===== src/rtl/fm_tx_ctrl.sv =====
// FM transmit sequencer: amplitude ramp, mute-before-retune, settle delay and audio-loss watchdog.
// All outputs registered (one cycle after accept); cfg_ready only in OFF/RUN, the source holds cfg_valid otherwise.
module fm_tx_ctrl #(
  parameter int unsigned     N           = 18,
  parameter int unsigned     L           = 12,
  parameter int unsigned     D           = 4,
  parameter logic [N-1:0]    RST_ACC_INC = 18'd52429,
  parameter int unsigned     RAMP_CYC    = 1024,
  parameter int unsigned     SETTLE      = 4096,
  parameter int unsigned     TO_W        = 16
) (
  input  logic         clk,
  input  logic         rst_n,
  input  logic         cfg_valid,
  output logic         cfg_ready,
  input  logic [N-1:0] cfg_acc_inc,
  input  logic [L-1:0] cfg_df_inc,
  input  logic [D-1:0] cfg_dac_ena,
  input  logic         cfg_tx_en,
  input  logic         audio_dv,
  output logic [N-1:0] acc_inc,
  output logic [L-1:0] df_inc,
  output logic [D-1:0] dac_ena,
  output logic         mute,
  output logic [2:0]   state
);

  typedef enum logic [2:0] {
    S_OFF       = 3'd0,
    S_RAMP_UP   = 3'd1,
    S_RUN       = 3'd2,
    S_RAMP_DOWN = 3'd3,
    S_RETUNE    = 3'd4
  } state_t;

  localparam int unsigned CMAX = (RAMP_CYC > SETTLE) ? RAMP_CYC : SETTLE;
  localparam int unsigned CW   = ($clog2(CMAX) < 1) ? 1 : $clog2(CMAX);
  localparam logic [CW-1:0]   RAMP_LAST   = CW'(RAMP_CYC - 1);
  localparam logic [CW-1:0]   SETTLE_LAST = CW'(SETTLE - 1);
  localparam logic [TO_W-1:0] WD_MAX      = '1;

  state_t          st_q, st_nx;
  logic [CW-1:0]   cnt_q, cnt_nx;
  logic [D-1:0]    mask_q, mask_nx;
  logic [TO_W-1:0] wd_q, wd_nx;
  logic [L-1:0]    df_sh_q, df_sh_nx;
  logic [D-1:0]    ena_sh_q, ena_sh_nx;
  logic            tx_sh_q, tx_sh_nx;
  logic [N-1:0]    pend_q, pend_nx;
  logic [N-1:0]    acc_nx;
  logic [L-1:0]    df_nx;
  logic [D-1:0]    ena_nx;
  logic            mute_nx;
  logic            accept;

  assign cfg_ready = (st_q == S_OFF) || (st_q == S_RUN);
  assign accept    = cfg_valid & cfg_ready;
  assign state     = st_q;

  always_comb begin
    st_nx     = st_q;
    cnt_nx    = cnt_q;
    mask_nx   = mask_q;
    df_sh_nx  = df_sh_q;
    ena_sh_nx = ena_sh_q;
    tx_sh_nx  = tx_sh_q;
    pend_nx   = pend_q;
    acc_nx    = acc_inc;

    if (accept) begin
      df_sh_nx  = cfg_df_inc;
      ena_sh_nx = cfg_dac_ena;
      tx_sh_nx  = cfg_tx_en;
      pend_nx   = cfg_acc_inc;
    end

    // Clear has priority over saturation so a fresh sample always unmutes.
    if (audio_dv)            wd_nx = '0;
    else if (wd_q == WD_MAX) wd_nx = wd_q;
    else                     wd_nx = wd_q + 1'b1;
    mute_nx = (wd_nx == WD_MAX);

    unique case (st_q)
      S_OFF: begin
        if (accept) begin
          acc_nx = cfg_acc_inc;
          if (cfg_tx_en) begin
            st_nx  = S_RAMP_UP;
            cnt_nx = '0;
          end
        end
      end
      S_RAMP_UP: begin
        if (cnt_q == RAMP_LAST) begin
          cnt_nx  = '0;
          mask_nx = {1'b1, mask_q[D-1:1]};
          if (&mask_nx) st_nx = S_RUN;
        end else begin
          cnt_nx = cnt_q + 1'b1;
        end
      end
      S_RUN: begin
        if (accept && (!cfg_tx_en || (cfg_acc_inc != acc_inc))) begin
          st_nx  = S_RAMP_DOWN;
          cnt_nx = '0;
        end
      end
      S_RAMP_DOWN: begin
        if (cnt_q == RAMP_LAST) begin
          cnt_nx  = '0;
          mask_nx = {mask_q[D-2:0], 1'b0};
          if (mask_nx == '0) begin
            if (tx_sh_q) begin
              st_nx  = S_RETUNE;
              acc_nx = pend_q;
            end else begin
              st_nx = S_OFF;
            end
          end
        end else begin
          cnt_nx = cnt_q + 1'b1;
        end
      end
      S_RETUNE: begin
        if (cnt_q == SETTLE_LAST) begin
          cnt_nx = '0;
          st_nx  = S_RAMP_UP;
        end else begin
          cnt_nx = cnt_q + 1'b1;
        end
      end
      default: begin
        st_nx   = S_OFF;
        cnt_nx  = '0;
        mask_nx = '0;
      end
    endcase

    // Outputs are derived from next-cycle state so they register alongside it.
    df_nx  = ((st_nx == S_RUN) && !mute_nx) ? df_sh_nx : '0;
    ena_nx = ena_sh_nx & mask_nx;
  end

  always_ff @(posedge clk) begin
    if (!rst_n) begin
      st_q     <= S_OFF;
      cnt_q    <= '0;
      mask_q   <= '0;
      wd_q     <= '0;
      df_sh_q  <= '0;
      ena_sh_q <= '0;
      tx_sh_q  <= 1'b0;
      pend_q   <= RST_ACC_INC;
      acc_inc  <= RST_ACC_INC;
      df_inc   <= '0;
      dac_ena  <= '0;
      mute     <= 1'b0;
    end else begin
      st_q     <= st_nx;
      cnt_q    <= cnt_nx;
      mask_q   <= mask_nx;
      wd_q     <= wd_nx;
      df_sh_q  <= df_sh_nx;
      ena_sh_q <= ena_sh_nx;
      tx_sh_q  <= tx_sh_nx;
      pend_q   <= pend_nx;
      acc_inc  <= acc_nx;
      df_inc   <= df_nx;
      dac_ena  <= ena_nx;
      mute     <= mute_nx;
    end
  end

endmodule


===== config.mk =====
export PLATFORM = sky130hd
export DESIGN_NAME = fm_tx_ctrl
export DESIGN_NICKNAME = d
export VERILOG_FILES = /design/src/rtl/fm_tx_ctrl.sv
export SDC_FILE = /design/constraint.sdc
export NUM_CORES = 1
export LEC_CHECK = 0
export CORE_ASPECT_RATIO = 1.1
export CORE_MARGIN = 3
export CORE_UTILIZATION = 45
export DETAILED_ROUTE_END_ITERATION = 16
export PLACE_DENSITY = 0.67
export RECOVER_POWER = 100
export SLEW_MARGIN = 20
export SYNTH_ARGS = -nofsm -noshare
export SYNTH_HDL_FRONTEND = slang
export SYNTH_SLANG_ARGS = --single-unit
export TNS_END_PERCENT = 20

===== constraint.sdc =====
create_clock -name clk -period 4.2 [get_ports clk]
set_input_delay 0.63 -clock clk [delete_from_list [all_inputs] [get_ports clk]]
set_output_delay 0.63 -clock clk [all_outputs]
set_load 0.01 [all_outputs]

==> out/metrics.csv, run 1 <==
stage,metric,value,unit
layout,Layout Area Growth over Synthesis,21.0,%
logic_synthesis,synth unique cells,58,
detailed_routing,post-DR vias/cell,5.28,
floorplan,Core ar.,0.0101,sq mm
logic_synthesis,Post-Synthesis Cells,569,
pwr,P_leak,2.22,nW
logic_synthesis,"flops & latches, synth",105,
sta,total negative setup slack,0,ns
pwr,internal power,1.44,mW
clock_network,clk slew on worst S/H paths,0.10,ns
pwr,P_sw,490,uW
sta,final setup margin,0.885,ns
sta,Final Hold Fails,0,
pwr,Sequential Power Share,0.550,
place,GPL Wtd Cong,0.886,
detailed_routing,WL per Instance,14.6,um
grt,first-pass GRT wire length,19500,um
detailed_routing,routed vias,4099,
detailed_routing,drc violations,0,
sta,worst-margin pin slew,2.00,ns
setup_path,crit path from,wd_q[0],
pwr,VDD IR max,0.173,mV
setup_path,critical-path maximum fanout,12,
place,Post-Place Worst Slack,0.868,ns
grt,GRT Total Usage,0.201,
logic_synthesis,Yosys Warn Count,0,
layout,layout cell share with drive strength beyond 1,0.0440,
sta,"Period Utilization, post-route",0.789,
setup_path,WS Path Type,reg2reg,
detailed_routing,WL final,11400,um
sta,RSZ-0062 raised after global routing,no,
pwr,PwrDens,337,mW/mm^2
pwr,Clk pwr share,0.337,
floorplan,floorplan row count,38,
logic_synthesis,Yosys top cell area share,0.444,
pwr,switching share of power,0.253,
logic_synthesis,post-synthesis sequential area ratio,0.444,
setup_path,Worst R2R End,df_inc[6],
logic_synthesis,number of synthesized flops with an enable pin,0,
layout,ant diodes,0,
grt,total grt overflow,0,
floorplan,Initial Utilization,0.470,
clock_network,number of setup buffers added after CTS,0,
clock_network,CTS Sinks,105,
sta,Clock Skew,0.0105,ns
sta,final setup vio count,0,
floorplan,Die Y-Extent,114,um
pwr,logic gate share of total power,0.113,
floorplan,IO Pins,78,
sta,"Slew Viols, Final",36,
setup_path,Reg2Reg Depth,8,
pwr,Tot Pwr,1.93,mW
run_status,status,finished with violations,
logic_synthesis,Post-Synthesis Mean Instance Area,8.33,sq um
place,PortBufs,77,
grt,vias in the first global route,4049,
setup_path,R2R Setup Slk,0.89,ns
logic_synthesis,ranking of synthesized cells by area,"dfxtp_1 (44%), nand2_1 (8.4%), nor2_1 (4.5%), nand3_1 (3.7%), mux2i_1 (3.6%)",
floorplan,die area,0.0118,sq mm
clock_network,CTS max path bufs,2,
clock_network,H-tree levels,3,
clock_network,CTS root buf,clkbuf_8,
detailed_routing,number of DRC markers in iteration 0,161,
logic_synthesis,mapped cell area,0.00474,sq mm
detailed_routing,Initial DRT Pass Iterations,4,
setup_path,CP Data Arrival Time,3.55,ns
logic_synthesis,largest area contributor in the netlist,dfxtp_1,
clock_network,post-CTS sizing,0,
setup_path,Setup crit start kind,register,
grt,initial antenna violation count,0,
logic_synthesis,syn_nets,610,
sta,post-layout minimum cycle time,3.31,ns
setup_path,Worst EP required,4.43,ns
sta,f_max,302,MHz
layout,net count reported at finish,672,
setup_path,RR Startpoint,wd_q[0],
hold_path,worst hold path class,reg2reg,
logic_synthesis,Post-synth ARST share,0,
clock_network,# hold bufs at CTS,0,
run_status,failing checks,"max-capacitance violations, max-slew violations",
clock_network,clock latency on the worst-skew pair,0.38,ns
floorplan,die width,104,um
sta,Hold Slack,0.471,ns
clock_network,TritonCTS clock tree,yes,
place,Final HPWL DP,8130,um
logic_synthesis,"Primary FF master, synth",dfxtp_1,
sta,Relative slew margins,-0.332,
grt,largest net degree at the start of global routing,41,
flow_run,Max-Cap Viols,1,
clock_network,CTS Buf Count,9,
detailed_routing,Antenna Nets Post-Route,0,
setup_path,crit end category,register,
setup_path,crit path to,df_inc[6],
[metrics by stage]
| stage | area [sq um] | utilization | std cells |
|---|---|---|---|
| after global placement | 5590 | 0.554 | 760 |
| after global routing | 5730 | 0.569 | 776 |
| after CTS | 5800 | 0.575 | 776 |
| after floorplan | 4740 | - | 569 |
| after detailed placement | 5590 | 0.554 | 760 |
| final | 5730 | 0.569 | 776 |
[final cells by class]
cell class | instances | area (sq um)
clock inverters | 6 | 72.6
flip-flops and latches | 105 | 2100
repair buffers | 81 | 792
clock buffers | 10 | 138
inverters | 5 | 18.8
well taps | 140 | 175
fillers | 950 | 4350
multi-input cells | 429 | 2440
[worst min path at each step]
| stage | start | to | slack, ns | cells past startpoint |
|---|---|---|---|---|
| finish | pend_q[13] | pend_q[13] | 0.47 | 2 |
| global route | pend_q[9] | pend_q[9] | 0.49 | 2 |
| CTS | pend_q[9] | pend_q[9] | 0.47 | 2 |
| detailed placement | pend_q[10] | pend_q[10] | 0.46 | 2 |
| global placement | pend_q[3] | pend_q[3] | 0.45 | 2 |
| floorplan | pend_q[0] | pend_q[0] | 0.44 | 2 |
[registers in the layout, summed over array words and instances, names as in the netlist, 3 cells and up]
register,count
df_sh_q,12
ena_sh_q,4
df_inc,12
wd_q,16
acc_inc,18
pend_q,18
state,3
dac_ena,4
cnt_q,12
mask_q,4
[per-layer routing]
metal | vias up | GRT usage | share of wire
li1 | 2084 | - | -
met3 | 22 | 0.0424 | 0.040
met1 | 1909 | 0.244 | 0.43
met4 | 0 | 0.0931 | 0.022
met2 | 84 | 0.345 | 0.51
met5 | - | 0 | 0
[placed cells by master, fill, tap and decap left out, drive strengths merged, types with 11 or more instances in the layout]
master         instances
clkdlybuf4s50         36
nand3                 35
clkbuf                11
nor2                  58
a21oi                 16
xor2                  13
and3                  17
o21ai                 27
nor2b                 18
dfxtp                105
xnor2                 14
dlygate4sd3           40
nor3                  13
a21boi                14
nand2                106
mux2i                 17
[cell usage after synthesis (2+ instances only)]
cell type,n
nand4_1,9
ha_1,2
inv_1,3
nor2_1,57
nand3_1,35
o211ai_1,2
buf_4,2
buf_2,7
xor2_1,13
a21boi_0,13
a311oi_1,2
o31ai_1,2
nand2b_1,3
a21oi_1,15
xnor2_1,14
nor2b_1,18
nor3_2,2
nor4_2,2
a31oi_1,5
inv_2,2
or4_1,3
a21o_1,2
o21ai_0,24
or3_1,6
clkbuf_1,20
or2_2,3
o211a_1,9
dfxtp_1,105
and2_1,4
a22oi_1,2
mux2i_1,17
o21ai_1,3
o21a_1,2
and3_1,16
o2bb2ai_1,2
nor3b_1,3
nand2_1,106
nor4_1,4
nor3_1,11
[kinds of logic (layout without fill, tap and decap cells)]
family / count (synthesis) / count (layout) / share of synthesized area
simple gates: 290 / 290 / 0.299
flops: 105 / 105 / 0.444
compound gates: 92 / 92 / 0.133
buf+inv: 35 / 102 / 0.0311
xor+xnor: 27 / 27 / 0.0499
mux: 18 / 18 / 0.0383
fa+ha+maj: 2 / 2 / 0.00528
[power groups by stage]
stage	registers (mW)	logic [mW]	clock network (mW)
6_report	1.06	0.219	0.652
5_1_grt	1.07	0.244	0.721
4_1_cts	1.06	0.228	0.676
3_5_place_dp	1.09	0.227	0
2_1_floorplan	1.09	0.123	0
3_3_place_gp	1.09	0.223	0
[critical path, stage by stage (launching register included)]
cell and delay, ns:
dfxtp_1 0.53, ha_1 0.38, inv_1 0.20, nor4_1 0.61
xnor2_1 0.12, o21ai_0 0.25, nand4bb_1 0.19, o311ai_2 0.76
nor2_1 0.12
Power figures use the tool's default switching activity.
==> inputs of run 2 (changes only) <==
PLACE_DENSITY = 0.7   (was 0.67)
clock period = 3.04 ns   (was 4.2 ns; I/O delays follow)
==> out/metrics.csv, run 2 (same netlist as run 1, synthesis figures left out) <==
stage,metric,value,unit,change
pwr,PwrDens,444,mW/mm^2,was 337 mW/mm^2
floorplan,Die Y-Extent,114,um,unchanged
setup_path,Max stage delay on crit path,0.53,ns,was 0.76 ns
detailed_routing,Antenna Nets Post-Route,0,,unchanged
place,placed cell area,0.00568,sq mm,was 0.00559 sq mm
pwr,Clk pwr share,0.315,,was 0.337
setup_path,Crit-path slowest cell,or4_1,,was o311ai_2
sta,worst-margin pin slew,0.941,ns,was 2.00 ns
floorplan,floorplan row count,38,,unchanged
layout,Multi-input gate area,0.00247,sq mm,was 0.00244 sq mm
layout,largest registers,"acc_inc (18), pend_q (18), wd_q (16)",,unchanged
clock_network,clk slew on worst S/H paths,0.10,ns,about the same
layout,Fillers,983,,was 950
sta,f_max,356,MHz,
sta,total negative setup slack,0,ns,unchanged
clock_network,CTS Sinks,105,,unchanged
layout,layout cell share with drive strength beyond 1,0.0646,,was 0.0440
grt,largest net degree at the start of global routing,42,,was 41
sta,Relative slew margins,0.373,,was -0.332
setup_path,CP cell instances,clkdlybuf4s50_1 -> xor2_1 -> or4_1 -> nor4_1 -> buf_4 -> a21oi_2 -> nor3_1 -> o311ai_4 -> buf_12 -> nor2_1,,was ha_1 -> inv_1 -> nor4_1 -> xnor2_1 -> o21ai_0 -> nand4bb_1 -> o311ai_2 -> nor2_1
layout,ant diodes,0,,unchanged
floorplan,die width,104,um,unchanged
pwr,Sequential Power Share,0.565,,was 0.550
pwr,P_sw,679,uW,was 490 uW
place,Final HPWL DP,8380,um,was 8130 um
clock_network,CTS max path bufs,2,,unchanged
setup_path,Reg2Reg Depth,8,,unchanged
sta,"Period Utilization, post-route",0.924,,
layout,cell area after layout,0.00585,sq mm,was 0.00573 sq mm
hold_path,Worst Hold Depth,3,,was 2
pwr,switching share of power,0.261,,was 0.253
detailed_routing,routed vias,4238,,"was 4,099"
hold_path,worst hold path class,in2reg,,was reg2reg
floorplan,Core ar.,0.0101,sq mm,unchanged
setup_path,Crit. path cell count,10,,was 8
setup_path,crit end category,register,,unchanged
sta,Final Hold Fails,0,,unchanged
clock_network,TritonCTS clock tree,yes,,unchanged
pwr,VDD IR max,0.309,mV,was 0.173 mV
grt,GRT Total Usage,0.196,,was 0.201
layout,register area,0.00210,sq mm,unchanged
grt,vias in the first global route,3989,,"was 4,049"
detailed_routing,WL final,11400,um,about the same
clock_network,H-tree levels,3,,unchanged
layout,Layout Area Growth over Synthesis,23.4,%,was 21.0%
setup_path,Worst EP required,3.33,ns,was 4.43 ns
sta,RSZ-0062 raised after global routing,no,,unchanged
setup_path,CP bufs+invs,3,,was 1
clock_network,CTS root buf,clkbuf_8,,unchanged
detailed_routing,Initial DRT Pass Iterations,4,,unchanged
setup_path,critical path's top delay family,simple AND/OR/NAND/NOR gates,,was compound AO/OA/AOI/OAI gates
floorplan,Initial Utilization,0.470,,unchanged
place,GPL Wtd Cong,0.871,,was 0.886
grt,first-pass GRT wire length,19200,um,"was 19,500 um"
detailed_routing,post-DR vias/cell,5.36,,was 5.28
grt,total grt overflow,0,,unchanged
sta,Clock Skew,0.00825,ns,was 0.0105 ns
floorplan,IO Pins,78,,unchanged
setup_path,Setup crit start kind,primary input,,was register
place,PortBufs,77,,unchanged
detailed_routing,number of DRC markers in iteration 0,204,,was 161
floorplan,die area,0.0118,sq mm,unchanged
flow_run,Max-Cap Viols,0,,was 1
sta,final setup vio count,0,,unchanged
setup_path,CP Data Arrival Time,3.10,ns,was 3.55 ns
sta,"Slew Viols, Final",0,,was 36
layout,most frequent cells in the layout,"nand2_1 (106), dfxtp_1 (105), nor2_1 (58)",,unchanged
pwr,P_leak,2.29,nW,was 2.22 nW
clock_network,CTS Buf Count,9,,unchanged
layout,"most common cell after layout, fill and taps aside",nand2_1,,unchanged
detailed_routing,drc violations,0,,unchanged
setup_path,critical-path maximum fanout,12,,unchanged
pwr,internal power,1.92,mW,was 1.44 mW
sta,post-layout minimum cycle time,2.81,ns,
setup_path,WS Path Type,in2reg,,was reg2reg
pwr,logic gate share of total power,0.120,,was 0.113
layout,net count reported at finish,686,,was 672
detailed_routing,WL per Instance,14.5,um,was 14.6 um
clock_network,post-CTS sizing,0,,unchanged
clock_network,clock latency on the worst-skew pair,0.35,ns,was 0.38 ns
grt,initial antenna violation count,0,,unchanged
run_status,status,"finished, final reports clean",,was finished with violations
-- run 2: changes by cell type in the layout (fill, tap and decap cells not counted), sizes merged --
cell,change
buf,+8
bufinv,-1
clkbuf,+6
clkdlybuf4s50,+2
clkinv,+2
clkinvlp,-2
dlygate4sd3,-2
inv,+1
-- run 2: per-layer routing --
| metal | GRT usage | vias up | wire length (um) |
|---|---|---|---|
| met3 | 0.0385 | 13 | 391 |
| met1 | 0.244 | 2025 | 5030 |
| met2 | 0.351 | 89 | 5900 |
| met5 | 0 | - | 0 |
| li1 | - | 2111 | - |
| met4 | 0.0488 | 0 | 116 |
-- run 2: power by group through the flow --
| stage | Sequential, mW | Combinational (mW) | Clock (mW) |
|---|---|---|---|
| 2_1_floorplan | 1.50 | 0.169 | 0 |
| 3_3_place_gp | 1.50 | 0.319 | 0 |
| 3_5_place_dp | 1.50 | 0.326 | 0 |
| 4_1_cts | 1.47 | 0.327 | 0.840 |
| 5_1_grt | 1.47 | 0.348 | 0.906 |
| 6_report | 1.47 | 0.312 | 0.819 |
-- run 2: path summary, 6_finish.rpt --
check | slack, ns | startpoint | endpoint
setup reg to reg | 0.30 | wd_q[2] | df_inc[8]
hold / removal | 0.46 | rst_n | state[1]
setup / recovery | 0.23 | cfg_acc_inc[15] | df_inc[8]
hold reg to reg | 0.47 | pend_q[9] | pend_q[9]
-- run 2: timing repair --
item / CTS / global route
hold buffers: 0 / 0
endpoints found under the setup margin: 0 / 1
buffers inserted: 0 / 1
-- run 2: metrics by stage --
step | instances | worst slack [ns] | power [mW] | hold slack, ns | util
2_1_floorplan | 569 | 0.508 | 1.67 | 0.440 | -
3_3_place_gp | 773 | 0.101 | 1.82 | 0.449 | 0.564
3_5_place_dp | 773 | 0.0375 | 1.83 | 0.457 | 0.564
4_1_cts | 789 | 0.223 | 2.63 | 0.450 | 0.582
5_1_grt | 790 | 0.111 | 2.73 | 0.478 | 0.580
6_report | 790 | 0.230 | 2.60 | 0.461 | 0.580
-- run 2: worst register-to-register path, delay by kind of cell, from the launching register on --
kind / cells / cell delay [ns]
and+or+nand+nor: 6 / 1.54
DFF: 1 / 0.57
AOI/OAI and AO/OA: 1 / 0.36
buffers and inverters: 1 / 0.17
-- run 2: area by class of cell --
type / count / share of cell area
sequential: 105 / 0.360
inverter: 5 / 0.00321
multi-input combinational: 429 / 0.423
tap: 140 / 0.0300
timing repair buffer: 95 / 0.152
clock inverter: 6 / 0.00856
clock buffer: 10 / 0.0235
